--- src/rtl/demux_serializer_if.sv ---
// Word-in / serial-out bundle for demux_serializer: a valid/ready word port on
// one side, and on the other the bit/select pair that feeds a downstream 1-to-4 demux.
interface demux_serializer_if #(
    parameter int DATA_W = 8
);
    logic              in_valid;
    logic              in_ready;
    logic [DATA_W-1:0] in_data;
    logic [1:0]        in_chan;
    logic              ser_i;
    logic [1:0]        ser_s;
    logic              ser_en;
    logic              busy;
    logic              frame_done;
    logic [7:0]        frame_cnt;

    modport master (
        output in_valid, in_data, in_chan,
        input  in_ready, ser_i, ser_s, ser_en, busy, frame_done, frame_cnt
    );

    modport slave (
        input  in_valid, in_data, in_chan,
        output in_ready, ser_i, ser_s, ser_en, busy, frame_done, frame_cnt
    );
endinterface

--- src/rtl/demux_serializer.sv ---
// Serializes one DATA_W word at a time, MSB first, onto ser_i with a channel
// select held on ser_s for the whole frame, followed by GAP_CYCLES idle cycles.
module demux_serializer #(
    parameter int DATA_W     = 8,
    parameter int GAP_CYCLES = 1
) (
    input  logic              clk,
    input  logic              rst,
    demux_serializer_if.slave bus
);
    typedef enum logic [1:0] {
        IDLE  = 2'd0,
        SHIFT = 2'd1,
        GAP   = 2'd2
    } state_t;

    localparam int              CNT_W    = $clog2(DATA_W);
    localparam logic [CNT_W-1:0] LAST_BIT = CNT_W'(DATA_W - 1);
    localparam logic [CNT_W-1:0] PRE_LAST = CNT_W'(DATA_W - 2);
    localparam logic [3:0]       GAP_LAST = 4'((GAP_CYCLES > 0) ? GAP_CYCLES - 1 : 0);

    state_t            state_reg;
    logic [DATA_W-1:0] shift_reg;
    logic [1:0]        chan_reg;
    logic [CNT_W-1:0]  bit_cnt_reg;
    logic [3:0]        gap_cnt_reg;
    logic              ser_en_reg;
    logic              frame_done_reg;
    logic [7:0]        frame_cnt_reg;

    // The shift register zero-fills, so its MSB is already 0 once the frame
    // has been shifted out; ser_i needs no extra gating.
    always_ff @(posedge clk or posedge rst) begin
        if (rst) begin
            state_reg      <= IDLE;
            shift_reg      <= '0;
            chan_reg       <= 2'd0;
            bit_cnt_reg    <= '0;
            gap_cnt_reg    <= 4'd0;
            ser_en_reg     <= 1'b0;
            frame_done_reg <= 1'b0;
            frame_cnt_reg  <= 8'd0;
        end else begin
            frame_done_reg <= 1'b0;
            case (state_reg)
                IDLE: begin
                    if (bus.in_valid) begin
                        state_reg   <= SHIFT;
                        shift_reg   <= bus.in_data;
                        chan_reg    <= bus.in_chan;
                        bit_cnt_reg <= '0;
                        ser_en_reg  <= 1'b1;
                    end
                end
                SHIFT: begin
                    shift_reg <= shift_reg << 1;
                    if (bit_cnt_reg == LAST_BIT) begin
                        ser_en_reg    <= 1'b0;
                        frame_cnt_reg <= frame_cnt_reg + 8'd1;
                        gap_cnt_reg   <= 4'd0;
                        state_reg     <= (GAP_CYCLES == 0) ? IDLE : GAP;
                    end else begin
                        bit_cnt_reg    <= bit_cnt_reg + 1'b1;
                        frame_done_reg <= (bit_cnt_reg == PRE_LAST);
                    end
                end
                GAP: begin
                    if (gap_cnt_reg == GAP_LAST) begin
                        state_reg <= IDLE;
                    end else begin
                        gap_cnt_reg <= gap_cnt_reg + 4'd1;
                    end
                end
                default: begin
                    state_reg  <= IDLE;
                    shift_reg  <= '0;
                    ser_en_reg <= 1'b0;
                end
            endcase
        end
    end

    // in_ready is gated by rst directly so no word is accepted while reset is held.
    assign bus.in_ready   = (state_reg == IDLE) && !rst;
    assign bus.busy       = (state_reg != IDLE);
    assign bus.ser_i      = shift_reg[DATA_W-1];
    assign bus.ser_s      = chan_reg;
    assign bus.ser_en     = ser_en_reg;
    assign bus.frame_done = frame_done_reg;
    assign bus.frame_cnt  = frame_cnt_reg;
endmodule

--- src/flat_wrapper.sv ---
// flat-port wrapper written by rule: the top's interface ports become plain ports
module demux_serializer_flat 
#(
    parameter int DATA_W     = 8,
    parameter int GAP_CYCLES = 1
)
  (clk, rst, bus_in_valid, bus_in_data, bus_in_chan, bus_in_ready, bus_ser_i, bus_ser_s, bus_ser_en, bus_busy, bus_frame_done, bus_frame_cnt);
  demux_serializer_if #(.DATA_W(DATA_W)) bus_i ();
  input  logic clk;
  input  logic rst;
  input wire logic [$bits(bus_i.in_valid)-1:0] bus_in_valid;
  input wire logic [$bits(bus_i.in_data)-1:0] bus_in_data;
  input wire logic [$bits(bus_i.in_chan)-1:0] bus_in_chan;
  output wire logic [$bits(bus_i.in_ready)-1:0] bus_in_ready;
  output wire logic [$bits(bus_i.ser_i)-1:0] bus_ser_i;
  output wire logic [$bits(bus_i.ser_s)-1:0] bus_ser_s;
  output wire logic [$bits(bus_i.ser_en)-1:0] bus_ser_en;
  output wire logic [$bits(bus_i.busy)-1:0] bus_busy;
  output wire logic [$bits(bus_i.frame_done)-1:0] bus_frame_done;
  output wire logic [$bits(bus_i.frame_cnt)-1:0] bus_frame_cnt;
  assign bus_i.in_valid = bus_in_valid;
  assign bus_i.in_data = bus_in_data;
  assign bus_i.in_chan = bus_in_chan;
  assign bus_in_ready = bus_i.in_ready;
  assign bus_ser_i = bus_i.ser_i;
  assign bus_ser_s = bus_i.ser_s;
  assign bus_ser_en = bus_i.ser_en;
  assign bus_busy = bus_i.busy;
  assign bus_frame_done = bus_i.frame_done;
  assign bus_frame_cnt = bus_i.frame_cnt;
  demux_serializer #(.DATA_W(DATA_W), .GAP_CYCLES(GAP_CYCLES)) u_core (.clk(clk), .rst(rst), .bus(bus_i));
endmodule
--- config.mk ---
export PLATFORM = sky130hd
export DESIGN_NAME = demux_serializer_flat
export DESIGN_NICKNAME = d
export VERILOG_FILES = /design/src/rtl/demux_serializer_if.sv /design/src/rtl/demux_serializer.sv /design/src/flat_wrapper.sv
export SDC_FILE = /design/constraint.sdc
export NUM_CORES = 1
export LEC_CHECK = 0
export CORE_MARGIN = 2
export CORE_UTILIZATION = 45
export DETAILED_ROUTE_END_ITERATION = 8
export GPL_ROUTABILITY_DRIVEN = 0
export PLACE_DENSITY_LB_ADDON = 0.08
export SLEW_MARGIN = 25
export SYNTH_ARGS = -nofsm -noshare
export SYNTH_HDL_FRONTEND = slang
export SYNTH_SLANG_ARGS = --single-unit
--- constraint.sdc ---
create_clock -name clk -period 2.38 [get_ports clk]
set_clock_uncertainty 0.2 [all_clocks]
set_input_delay 0.238 -clock clk [delete_from_list [all_inputs] [get_ports clk]]
set_output_delay 0.238 -clock clk [all_outputs]
set_load 0.005 [all_outputs]
==> impl_metrics.py, run 1 <==
metrics = {
    "clocking": {
        "hold_buffers": 0,
        "clk_pin_slew_ps": 90,
        "root_buffer": "clkbuf_4",
        "clk_latency_ps": 320,
        "cts_htree_levels": 2,
        "cts_tree": "done",
        "cts_max_path_buffers": 2,
        "clock-sinks": 29,
        "numCtsBuffers": 5,
    },
    "routing": {
        "vias": 1083,
        "initialDrtViolationCount": 67,
        "drc": 0,
        "drt_pre_antenna_iters": 4,
        "viasPerCell": 5.21,
        "wl_um": 2810,
        "wl_per_cell_um": 13.5,
        "ant_nets": 0,
    },
    "synthesis": {
        "ys_seq_area_share_pct": 48.7,
        "syn_inst": 135,
        "synth-main-ff-cell": "dfrtp_1",
        "ys_seq_elements": 29,
        "syn-num-nets": 154,
        "syn_avg_cell_area_um2": 11.0,
        "synth_cell_type_count": 38,
        "ys_warn_count": 0,
        "netlist_area_um2": 1490,
        "synthArstFlopShare_pct": 100,
        "synth_edf_count": 0,
    },
    "pwr": {
        "combPwrFrac_pct": 37.5,
        "p_clk_share_pct": 17.2,
        "vdd_drop_max_mv": 0.450,
        "netSwitchingPower_mw": 0.580,
        "leakagePower_nw": 0.843,
        "swShare_pct": 33.7,
        "p_int_mw": 1.14,
        "seqPwrFrac_pct": 45.3,
        "p_per_area_nw_per_um2": 938,
        "total_power_mw": 1.72,
    },
    "die": {
        "fp.coreArea_um2": 3100,
        "io_pins": 28,
        "dieArea_um2": 3780,
        "start_util_pct": 48.0,
        "dieWidth_um": 61.5,
        "die_h_um": 61.5,
        "num_rows": 20,
    },
    "worst_setup_path": {
        "cp_top_family": "buffers and inverters",
        "cp_max_fo": 19,
        "crit_top_cell": "nor2_1",
        "max_stage_delay_ps": 550,
        "worstPathCellList": "nor2_1 -> inv_1 -> nor2_1 -> clkdlybuf4s50_1",
        "worst_setup_path_start_kind": "flop",
        "critPathSlowestCell": "dfrtp_2",
        "critPathBufInv": 2,
        "arrival_ps": 1700,
        "crit_type": "reg2out",
        "worst_ep_required_time_ps": 1940,
        "end_kind": "output port",
    },
    "grt": {
        "grt_pass1_wl_um": 4800,
        "grt_max_degree": 30,
        "grtUsageTotal_pct": 17.5,
        "grt.overflow.total": 0,
        "grt_pass1_vias": 1071,
        "antenna_found_initial": 0,
    },
    "finish": {
        "seq_area_um2": 727,
        "layout_commonest_cell": "dfrtp_1",
        "n_fill_cell": 298,
        "nNetsFinal": 183,
        "drive_gt1_share_pct": 11.6,
        "final_cell_mix": "28 x dfrtp_1, 27 x clkdlybuf4s50_1, 10 x nand2_1",
        "postLayoutCoreUtil_pct": 59.2,
        "num_antenna_cells": 0,
        "multiInputGateArea_um2": 673,
        "synthToLayoutAreaGrowth_pct": 23.3,
    },
    "sta": {
        "drv_slew": 0,
        "rsz0062_at_grt": "no",
        "finalSetupViolCount": 0,
        "setup_tns_ps": 0,
        "relSlewSlack_pct": 73.8,
        "final.period_utilization_pct": 89.8,
        "max_freq_mhz": 468,
        "tightestPinTransition_ps": 392,
        "hold_viol": 0,
        "period_needed_ps": 2140,
    },
    "min_path": {
        "hp-class": "in2async",
    },
    "flow_run": {
        "cap_viol_max_count": 0,
    },
    "place": {
        "hpwl_um": 1990,
        "port_buffers": 27,
    },
    "status": {
        "status": "completed",
    },
}
-- path summary, 6_finish.rpt --
kind,slack (ps),startpoint,end,cells after the start
setup / recovery,240,u_core.state_reg[0],bus_in_ready,4
hold / removal,120,rst,u_core.shift_reg[0],3
setup reg to reg,500,u_core.bit_cnt_reg[0],u_core.bus.frame_cnt[5],5
hold reg to reg,270,u_core.bus.frame_cnt[7],u_core.bus.frame_cnt[7],1
min in group clk,270,u_core.bus.frame_cnt[7],u_core.bus.frame_cnt[7],1
max in group asynchronous,1560,rst,u_core.state_reg[0],3
-- per-stage QoR --
stage	setup slack, ps	std cells	hold WS, ps	cell area (µm²)
after floorplan	700	135	116	1490
after global placement	489	201	261	1780
after detailed placement	444	201	266	1780
after CTS	79.1	208	132	1830
after global routing	112	208	155	1840
final	242	208	122	1840
-- synthesized netlist by cell type, types with 2 or more instances --
cell       instances  area share, %
xor2_1             4            2.4
and2_1             7            2.9
buf_6              2            1.5
a21oi_1            3            1.0
o2bb2ai_1          7            4.1
nor3_1             3            1.0
inv_1              9            2.3
nand3_1            3            1.0
buf_2              4            1.3
o21ai_0            2           0.67
nand4_1            2           0.84
nor2_1             7            1.8
ha_1               6            5.0
nand2b_1           2           0.84
nand2_1           10            2.5
mux2_2             3            2.3
dfrtp_1           29             49
a31oi_1            7            2.9
mux2i_1            3            2.0
xnor2_1            4            2.4
-- metal layers --
metal / vias to the layer above / track usage [%] / part of all wire (%)
li1: 522 / - / -
met3: 4 / 6.30 / 5.0
met5: - / 0 / 0
met4: 0 / 6.38 / 0.75
met1: 530 / 21.7 / 44
met2: 27 / 28.0 / 50
-- power groups by stage --
| stage | clock network [mW] | logic, mW | registers [mW] |
|---|---|---|---|
| after floorplan | 0 | 0.459 | 0.737 |
| after global placement | 0 | 0.634 | 0.783 |
| after detailed placement | 0 | 0.659 | 0.788 |
| after CTS | 0.313 | 0.662 | 0.780 |
| after global routing | 0.342 | 0.727 | 0.806 |
| final | 0.296 | 0.646 | 0.780 |
-- worst min-delay path, cell delays in order --
cell and delay (ps):
clkdlybuf4s50_1 420, inv_1 60, buf_4 340
-- cell families (layout without fill, tap and decap cells) --
kind of cell	count (synthesis)	after routing	synth area share, %
AO/OA/AOI/OAI	25	25	13.1
AND/OR/NAND/NOR	44	44	18.1
multiplexers	6	6	4.29
XOR/XNOR	8	8	4.71
buffers and inverters	17	46	6.05
adder cells (fa/ha/maj)	6	6	5.04
flip-flops	29	29	48.7
-- final cells by class --
cell class,count,area share [%]
clock buffers,7,3.00
inverters,10,2.18
multi-input cells,89,36.7
flip-flops and latches,29,39.6
well taps,44,3.00
repair buffers,29,15.5
-- repair_timing --
item | 4_1_cts | 5_1_grt
endpoints found under the setup margin | 0 | 2
hold endpoints to repair | 0 | 0
resized for setup | 0 | 1
buffers inserted | 0 | 0
No activity file was read; power rests on OpenSTA's default activity.
==> inputs of run 2 (changes only) <==
--- a/config.mk
+++ b/config.mk
@@ -5,7 +5,7 @@
 export SDC_FILE = /design/constraint.sdc
 export NUM_CORES = 1
 export LEC_CHECK = 0
-export CORE_MARGIN = 2
+export CORE_MARGIN = 8
 export CORE_UTILIZATION = 45
 export DETAILED_ROUTE_END_ITERATION = 8
 export GPL_ROUTABILITY_DRIVEN = 0
@@ -14,3 +14,4 @@
 export SYNTH_ARGS = -nofsm -noshare
 export SYNTH_HDL_FRONTEND = slang
 export SYNTH_SLANG_ARGS = --single-unit
+export TNS_END_PERCENT = 20
==> impl_metrics.py, run 2 (synthesis results as in run 1) <==
metrics = {
    "grt": {
        "grt_pass1_wl_um": 5400,
        "grt.overflow.total": 0,
        "grt_pass1_vias": 1148,
        "antenna_found_initial": 0,
        "grtUsageTotal_pct": 13.0,
        "grt_max_degree": 30,
    },
    "clocking": {
        "cts_setup_buffers": 0,
        "cts_max_path_buffers": 2,
        "clk_latency_ps": 320,
        "clk_pin_slew_ps": 90,
        "postCtsResizedCells": 0,
        "hold_buffers": 0,
        "clock-sinks": 29,
        "cts_tree": "done",
        "root_buffer": "clkbuf_4",
        "cts_htree_levels": 2,
        "numCtsBuffers": 5,
    },
    "flow_run": {
        "cap_viol_max_count": 0,
    },
    "die": {
        "start_util_pct": 45.7,
        "dieWidth_um": 73.5,
        "dieArea_um2": 5410,
        "num_rows": 21,
        "fp.coreArea_um2": 3260,
        "die_h_um": 73.5,
        "io_pins": 28,
    },
    "routing": {
        "viasPerCell": 5.10,
        "drc": 0,
        "initialDrtViolationCount": 97,
        "ant_nets": 0,
        "vias": 1081,
        "wl_um": 3050,
        "wl_per_cell_um": 14.4,
        "drt_pre_antenna_iters": 4,
    },
    "min_path": {
        "hp-class": "in2async",
    },
    "place": {
        "post-place-ws_ps": 471,
        "port_buffers": 27,
        "hpwl_um": 2100,
    },
    "sta": {
        "hold_viol": 0,
        "setup_tns_ps": 0,
        "rsz0062_at_grt": "no",
        "drv_slew": 0,
        "tightestPinTransition_ps": 392,
        "finalSetupViolCount": 0,
        "max_freq_mhz": 507,
        "period_needed_ps": 1970,
        "relSlewSlack_pct": 73.9,
        "final.period_utilization_pct": 82.8,
        "layout_setup_ws_ps": 409,
    },
    "pwr": {
        "vdd_drop_max_mv": 0.440,
        "p_per_area_nw_per_um2": 942,
        "leakagePower_nw": 0.853,
    },
    "worst_setup_path": {
        "cp_max_fo": 2,
        "max_stage_delay_ps": 510,
        "worst_ep_required_time_ps": 1940,
        "critPathSlowestCell": "clkdlybuf4s50_1",
        "cp_top_family": "buffers and inverters",
        "worstPathCellList": "nor2_1 -> inv_1 -> nor2_1 -> clkdlybuf4s50_1",
        "end_kind": "output port",
        "crit_top_cell": "nor2_1",
        "arrival_ps": 1530,
        "worst_setup_path_start_kind": "flop",
        "critPathBufInv": 2,
        "crit_type": "reg2out",
    },
    "finish": {
        "synthToLayoutAreaGrowth_pct": 24.4,
        "final_cell_mix": "29 x dfrtp_1, 27 x clkdlybuf4s50_1, 10 x nand2_1",
        "drive_gt1_share_pct": 12.0,
        "nNetsFinal": 185,
        "layout_commonest_cell": "dfrtp_1",
        "num_antenna_cells": 0,
    },
    "status": {
        "status": "completed",
    },
}
[run 2: cell count changes in the layout (fill, tap and decap cells not counted)]
cell     change
buf_4        +2
dfrtp_1      +1
dfrtp_2      -1
[run 2: layout make-up]
class,count,area (µm²)
Tap cell,46,57.6
Fill cell,308,1410
Inverter,10,40.0
Sequential cell,29,726
Clock buffer,7,55.1
Multi-Input combinational cell,89,673
Timing Repair Buffer,31,300
[run 2: per-stage QoR]
step                      std cells  power, mW  hold slack, ps  area, µm²  utilization (%)
after floorplan                 135       1.20             116       1490                -
after global placement          205       1.44             260       1800             55.1
after detailed placement        205       1.46             270       1800             55.1
after CTS                       212       1.77             116       1850             56.8
after global routing            212       1.89             163       1850             56.8
final                           212       1.74             112       1850             56.8
[run 2: final timing paths]
kind,start,end,slack [ps],cells after the start
worst max-delay path,u_core.state_reg[0],bus_in_ready,410,4
worst min-delay path,rst,u_core.shift_reg[0],110,3
worst max register to register,u_core.bit_cnt_reg[0],u_core.bus.frame_cnt[7],440,5
worst min register to register,u_core.bus.frame_cnt[7],u_core.bus.frame_cnt[7],280,1
max in group asynchronous,rst,u_core.bus.ser_en,1590,3
min in group clk,u_core.bus.frame_cnt[7],u_core.bus.frame_cnt[7],280,1
[run 2: worst min-delay path, stage by stage]
cell	delay, ps
clkdlybuf4s50_1	420
inv_1	60
buf_4	330
[run 2: power breakdown]
| group | switching (mW) | leakage [nW] | internal [mW] |
|---|---|---|---|
| combinational | 0.323 | 0.446 | 0.375 |
| clock | 0.166 | 0.0314 | 0.139 |
| sequential | 0.105 | 0.376 | 0.636 |
[run 2: layer usage]
layer | up-vias | wire length [µm] | global-route usage (%) | part of all wire, %
met4 | 0 | 49 | 6.65 | 1.6
li1 | 531 | - | - | -
met5 | - | 0 | 0 | 0
met2 | 22 | 1450 | 20.5 | 47
met3 | 5 | 169 | 4.50 | 5.5
met1 | 523 | 1390 | 15.1 | 45
==> patch 1: new RTL, config.mk and constraints of run 1 <==
`DATA_W` is set to 8 in 3 places; all go to 16.
--- a/src/rtl/demux_serializer_if.sv
+++ b/src/rtl/demux_serializer_if.sv
@@ -1,7 +1,7 @@
 // Word-in / serial-out bundle for demux_serializer: a valid/ready word port on
 // one side, and on the other the bit/select pair that feeds a downstream 1-to-4 demux.
 interface demux_serializer_if #(
-    parameter int DATA_W = 8
+    parameter int DATA_W = 16
 );
     logic              in_valid;
     logic              in_ready;
--- a/src/rtl/demux_serializer.sv
+++ b/src/rtl/demux_serializer.sv
@@ -1,7 +1,7 @@
 // Serializes one DATA_W word at a time, MSB first, onto ser_i with a channel
 // select held on ser_s for the whole frame, followed by GAP_CYCLES idle cycles.
 module demux_serializer #(
-    parameter int DATA_W     = 8,
+    parameter int DATA_W     = 16,
     parameter int GAP_CYCLES = 1
 ) (
     input  logic              clk,
--- a/src/flat_wrapper.sv
+++ b/src/flat_wrapper.sv
@@ -1,7 +1,7 @@
 // flat-port wrapper written by rule: the top's interface ports become plain ports
 module demux_serializer_flat 
 #(
-    parameter int DATA_W     = 8,
+    parameter int DATA_W     = 16,
     parameter int GAP_CYCLES = 1
 )
   (clk, rst, bus_in_valid, bus_in_data, bus_in_chan, bus_in_ready, bus_ser_i, bus_ser_s, bus_ser_en, bus_busy, bus_frame_done, bus_frame_cnt);
Ports: changed (resized bus_in_data); port bits go from 28 to 36. The function was not compared with the original's and may differ.
==> patch 1 against run 1 <==
- wire length up 41%
- sequential cell count rose by 9
- worst setup slack better by 0.021 ns
- area after synthesis increased by 28%
- cell count grew 35%
- power up 30%
- final area rose by 30%
- utilization increased by 0.10 points
==> patch 1: results (changes against run 1) <==
GRT
  – First-pass GRT wire length: 6820 µm (+42%)
  – Initial antenna violation count: 0 (unchanged)
  – GRT Overall Usage: 17.3% (-0.15 points)
  – Pin count of the biggest net entering global routing: 39 (+30%)

Setup path
  – Critical path capture point: bus_in_ready
  – Worst R2R Setup Slack: 0.52 ns (+0.02 ns)
  – Critical Path Fanout Max: 6 (-13)
  – Crit. Startpoint: u_core.state_reg[1]
  – R2R cell count: 4 (-1)
  – Endpoint of the worst register-to-register path: u_core.shift_reg[8]
  – CP Data Arrival Time: 1.68 ns (-0.02 ns)
  – Reg2Reg Launch Point: u_core.state_reg[1]

Pwr
  – Sw power: 748 µW (+29%)
  – Pleak: 0.00110 µW (+31%)
  – Peak VDD IR: 0.611 mV (+36%)
  – Seq power: 1010 µW (+29%)
  – P_int: 1480 µW (+30%)
  – Pwr Density: 935 mW/mm² (-0.38%)
  – Comb pwr share: 34.9% (-2.6 points)

Logic synthesis
  – Primary FF master, synth: dfrtp_1
  – Yosys cell types: 37 (-2.6%)
  – Ys Warns: 0 (unchanged)
  – Register area share after synthesis: 50.0% (+1.2 points)
  – Cell count after synthesis: 192 (+42%)
  – Post-Syn Nets: 218 (+42%)
  – Synth top area cells: dfrtp_1 (50%), nand2_1 (6.7%), a22o_1 (6.0%)
  – Post-synth top cells: dfrtp_1 (38), nand2_1 (34), o21ai_0 (16)
  – Asr flop ratio synth: 100% (unchanged)

STA
  – Slew @ Worst Pin: 0.535 ns (+0.143 ns)
  – Hold slack: 0.195 ns (+0.0729 ns)
  – Fmax: 472 MHz (+0.98%)

Cells and area
  – Ant diodes: 0 (unchanged)
  – Layout cells sized above 1: 10.0% (-1.6 points)
  – Fillers: 340 (+14%)
  – Largest register FFs: 16
  – Fin nets: 255 (+39%)

Clock network
  – Post-CTS Setup Inserts: 0 (unchanged)
  – H-tree depth: 2 (unchanged)
  – Resize count post-CTS: 0 (unchanged)
  – Root Buffer: clkbuf_8
  – Reg clk slew, reported paths: 0.07 ns (-0.02 ns)
  – CTS buffer count: 5 (unchanged)
  – Clock Latency Late Sink: 0.28 ns (-0.04 ns)
  – Bufs on Longest Clock Path: 2 (unchanged)

Route
  – First-pass DRT Iterations: 4 (unchanged)
  – Vias: 1536 (+42%)
  – Vias per cell: 5.49 (+5.4%)
  – Routed WL per cell: 14.1 µm (+4.6%)
  – Detailed Route Iter0 Violations: 130 (+94%)

Place
  – Number of instances in the placed design: 272 (+35%)
  – Place WS: 0.484 ns (+0.0394 ns)
  – Dpl cell area: 0.00230 mm² (+29%)
  – Final HPWL DP: 2780 µm (+40%)
  – Buffers on Ports: 35 (+30%)

Outcome
  – Status: complete, no violations

Worst hold path
  – Hold Crit Class: input pin to asynchronous set/reset pin
patch 1: routing by layer:
layer	wire length, µm	track usage (%)	part of all wire, %	vias up
met4	46	5.23	1.2	0
met1	1810	22.8	46	741
met5	0	0	0	-
li1	-	-	-	744
met3	183	3.80	4.6	8
met2	1910	28.6	48	43
patch 1: critical path, stage by stage, from the launching register on:
cell,delay [ns]
dfrtp_1,0.46
or2_2,0.34
nor2_1,0.10
clkdlybuf4s50_1,0.50
patch 1: kinds of logic (layout without fill, tap and decap cells):
logic type	after synthesis	in the layout	synth area share (%)
adder cells (fa/ha/maj)	5	5	3.29
buffers and inverters	19	57	4.80
flip-flops	38	38	50.0
AND/OR/NAND/NOR	74	74	20.4
AO/OA/AOI/OAI	43	43	15.0
multiplexers	6	6	3.35
XOR/XNOR	7	7	3.22
patch 1: layout make-up:
| type | instances | area share [%] |
|---|---|---|
| repair buffers | 40 | 16.2 |
| clock buffers | 7 | 3.62 |
| inverters | 9 | 1.42 |
| multi-input cells | 135 | 36.1 |
| clock inverters | 1 | 0.210 |
| well taps | 50 | 2.62 |
| flip-flops and latches | 38 | 39.8 |
patch 1: worst min-delay path by stage:
stage,startpoint,endpoint,slack (ns),depth (start not counted)
2_1_floorplan,bus_in_data[0],u_core.shift_reg[0],0.17,2
3_3_place_gp,u_core.bus.frame_cnt[7],u_core.bus.frame_cnt[7],0.26,1
3_5_place_dp,u_core.bus.frame_cnt[7],u_core.bus.frame_cnt[7],0.26,1
4_1_cts,rst,u_core.bus.ser_s[0],0.21,3
5_1_grt,rst,u_core.shift_reg[0],0.28,3
6_report,rst,u_core.shift_reg[0],0.20,3
==> patch 2: new RTL, flow settings as in run 1 <==
Made on the original files. The 3 states of `state_t` get a one-hot encoding in 3 bits.
--- a/src/rtl/demux_serializer.sv
+++ b/src/rtl/demux_serializer.sv
@@ -8,10 +8,10 @@
     input  logic              rst,
     demux_serializer_if.slave bus
 );
-    typedef enum logic [1:0] {
-        IDLE  = 2'd0,
-        SHIFT = 2'd1,
-        GAP   = 2'd2
+    typedef enum logic [2:0] {
+        IDLE  = 3'b001,
+        SHIFT = 3'b010,
+        GAP   = 3'b100
     } state_t;
 
     localparam int              CNT_W    = $clog2(DATA_W);
Behaviour: no difference found for any inputs over 10 cycles, from zero or initial values and one cycle with rst high; not proved beyond that.
==> patch 2 against run 1 <==
- sequential cell count up 1
- final area is 4.8% higher
- area after synthesis increased by 3.9%
- utilization is 1.0 points lower
- worst setup slack worse by 0.14 ns
- global-route usage shrank 0.62 points
- die area grew 3.7%
- wire length increased by 4.2%
- combinational power shrank 19%
- critical path depth did not move
- non-clock buffer count up 1
- power down 11%
- critical endpoint unchanged
- largest power group unchanged
==> patch 2: results (changes against run 1) <==
Clock network
  – Post-CTS Setup Inserts: 0 (unchanged)
  – Clock Latency Late Sink: 0.33 ns
  – CTS buffer count: 5 (unchanged)
  – Reg clk slew, reported paths: 0.09 ns (about the same)
  – H-tree depth: 2 (unchanged)
  – Root Buffer: clkbuf_4
  – Resize count post-CTS: 0 (unchanged)
  – Bufs on Longest Clock Path: 2 (unchanged)

Logic synthesis
  – Synthesized area per cell: 11.8 µm² (+7.1%)
  – Synth top area cells: dfrtp_1 (47%), mux2_1 (5.8%), ha_1 (4.9%)
  – Post-Syn Nets: 150 (-2.6%)
  – Primary FF master, synth: dfrtp_1
  – Post-synth top cells: dfrtp_1 (29), mux2_1 (8)
  – Yosys cell types: 42 (+11%)
  – Register area share after synthesis: 48.6% (-0.15 points)
  – Asr flop ratio synth: 100% (unchanged)
  – Ys Warns: 0 (unchanged)

Route
  – Routed wl met3: 91 µm (-35%)
  – Vias per cell: 5.20 (-0.15%)
  – Metal1 wirelength: 1350 µm (+8.6%)
  – Detailed Route Iter0 Violations: 34 (-49%)
  – Highest routed metal layer: met4
  – Routed WL per cell: 13.9 µm (+2.7%)
  – Vias: 1097 (+1.3%)
  – First-pass DRT Iterations: 4 (unchanged)
  – WL met2: 1440 µm (+2.2%)

Cells and area
  – Layout cells sized above 1: 12.7% (+1.1 points)
  – Fin nets: 183 (unchanged)
  – Fillers: 313 (+5.0%)
  – Ant diodes: 0 (unchanged)

STA
  – Worst slew margin: 51.6% (-22 points)

Setup path
  – Reg2Reg Launch Point: u_core.bit_cnt_reg[1]
  – CP Data Arrival Time: 1.84 ns (+0.14 ns)
  – Critical Path Fanout Max: 13 (-6)
  – Worst R2R Setup Slack: 0.23 ns (-0.27 ns)
  – Critical path capture point: bus_in_ready
  – R2R cell count: 5 (unchanged)
  – Endpoint of the worst register-to-register path: u_core.bit_cnt_reg[1]
  – Crit. Startpoint: u_core.state_reg[0]

Pwr
  – Sw power: 480 µW (-17%)
  – Pleak: 0.000872 µW (+3.4%)
  – Peak VDD IR: 0.476 mV (+5.6%)

Worst hold path
  – Hold Crit Class: input pin to asynchronous set/reset pin

Place
  – Final HPWL DP: 2150 µm (+8.1%)
  – Buffers on Ports: 27 (unchanged)
  – Number of instances in the placed design: 203 (+1.0%)

GRT
  – First-pass GRT wire length: 5180 µm (+7.9%)
  – Vias in the first global route: 1177 (+9.9%)
  – Pin count of the biggest net entering global routing: 31 (+3.3%)
  – GRT Overall Usage: 16.9% (-0.62 points)
  – Initial antenna violation count: 0 (unchanged)

Outcome
  – Status: complete, no violations
==> patch 2: routing by layer <==
layer / vias to the layer above / track usage, %
met5: - / 0
met4: 0 / 7.78
met3: 5 / 4.50
met2: 14 / 27.8
met1: 543 / 20.6
li1: 535 / -
==> patch 2: area by class of cell <==
cell class / instances / share of cell area (%)
repair buffers: 30 / 15.2
multi-input cells: 89 / 38.6
clock buffers: 8 / 2.54
flip-flops and latches: 30 / 39.1
inverters: 8 / 1.56
well taps: 46 / 2.99
==> patch 2: worst max-delay path, stage by stage, from the launching register on <==
cell             delay, ns
dfstp_2               0.66
nor3b_4               0.24
inv_2                 0.05
nor2_1                0.08
clkdlybuf4s50_1       0.50
==> patch 2: cells by family (layout without fill, tap and decap cells) <==
| logic type | Yosys count | in the layout | share of synthesized area, % |
|---|---|---|---|
| flops | 30 | 30 | 48.6 |
| buf+inv | 12 | 46 | 3.40 |
| simple gates | 41 | 41 | 18.2 |
| compound gates | 19 | 19 | 9.38 |
| xor+xnor | 8 | 8 | 4.53 |
| fa+ha+maj | 6 | 6 | 4.85 |
| mux | 15 | 15 | 11.1 |
==> patch 2: through the flow <==
step                total power [µW]  worst slack, ns  area [µm²]  hold slack (ns)  util (%)
detailed placement              1270            0.213        1880            0.265      56.7
CTS                             1560           0.0800        1920            0.120      58.1
floorplan                       1060            0.381        1550            0.128         -
global placement                1250            0.338        1880            0.264      56.7
finish                          1530            0.100        1920            0.104      58.1
global route                    1640          0.00906        1920            0.187      58.1
==> patch 2: power groups by stage <==
stage | clock network (µW) | registers [µW] | logic (µW)
floorplan | 0 | 681 | 377
global placement | 0 | 730 | 516
detailed placement | 0 | 739 | 533
CTS | 294 | 728 | 537
global route | 318 | 746 | 574
finish | 281 | 728 | 526
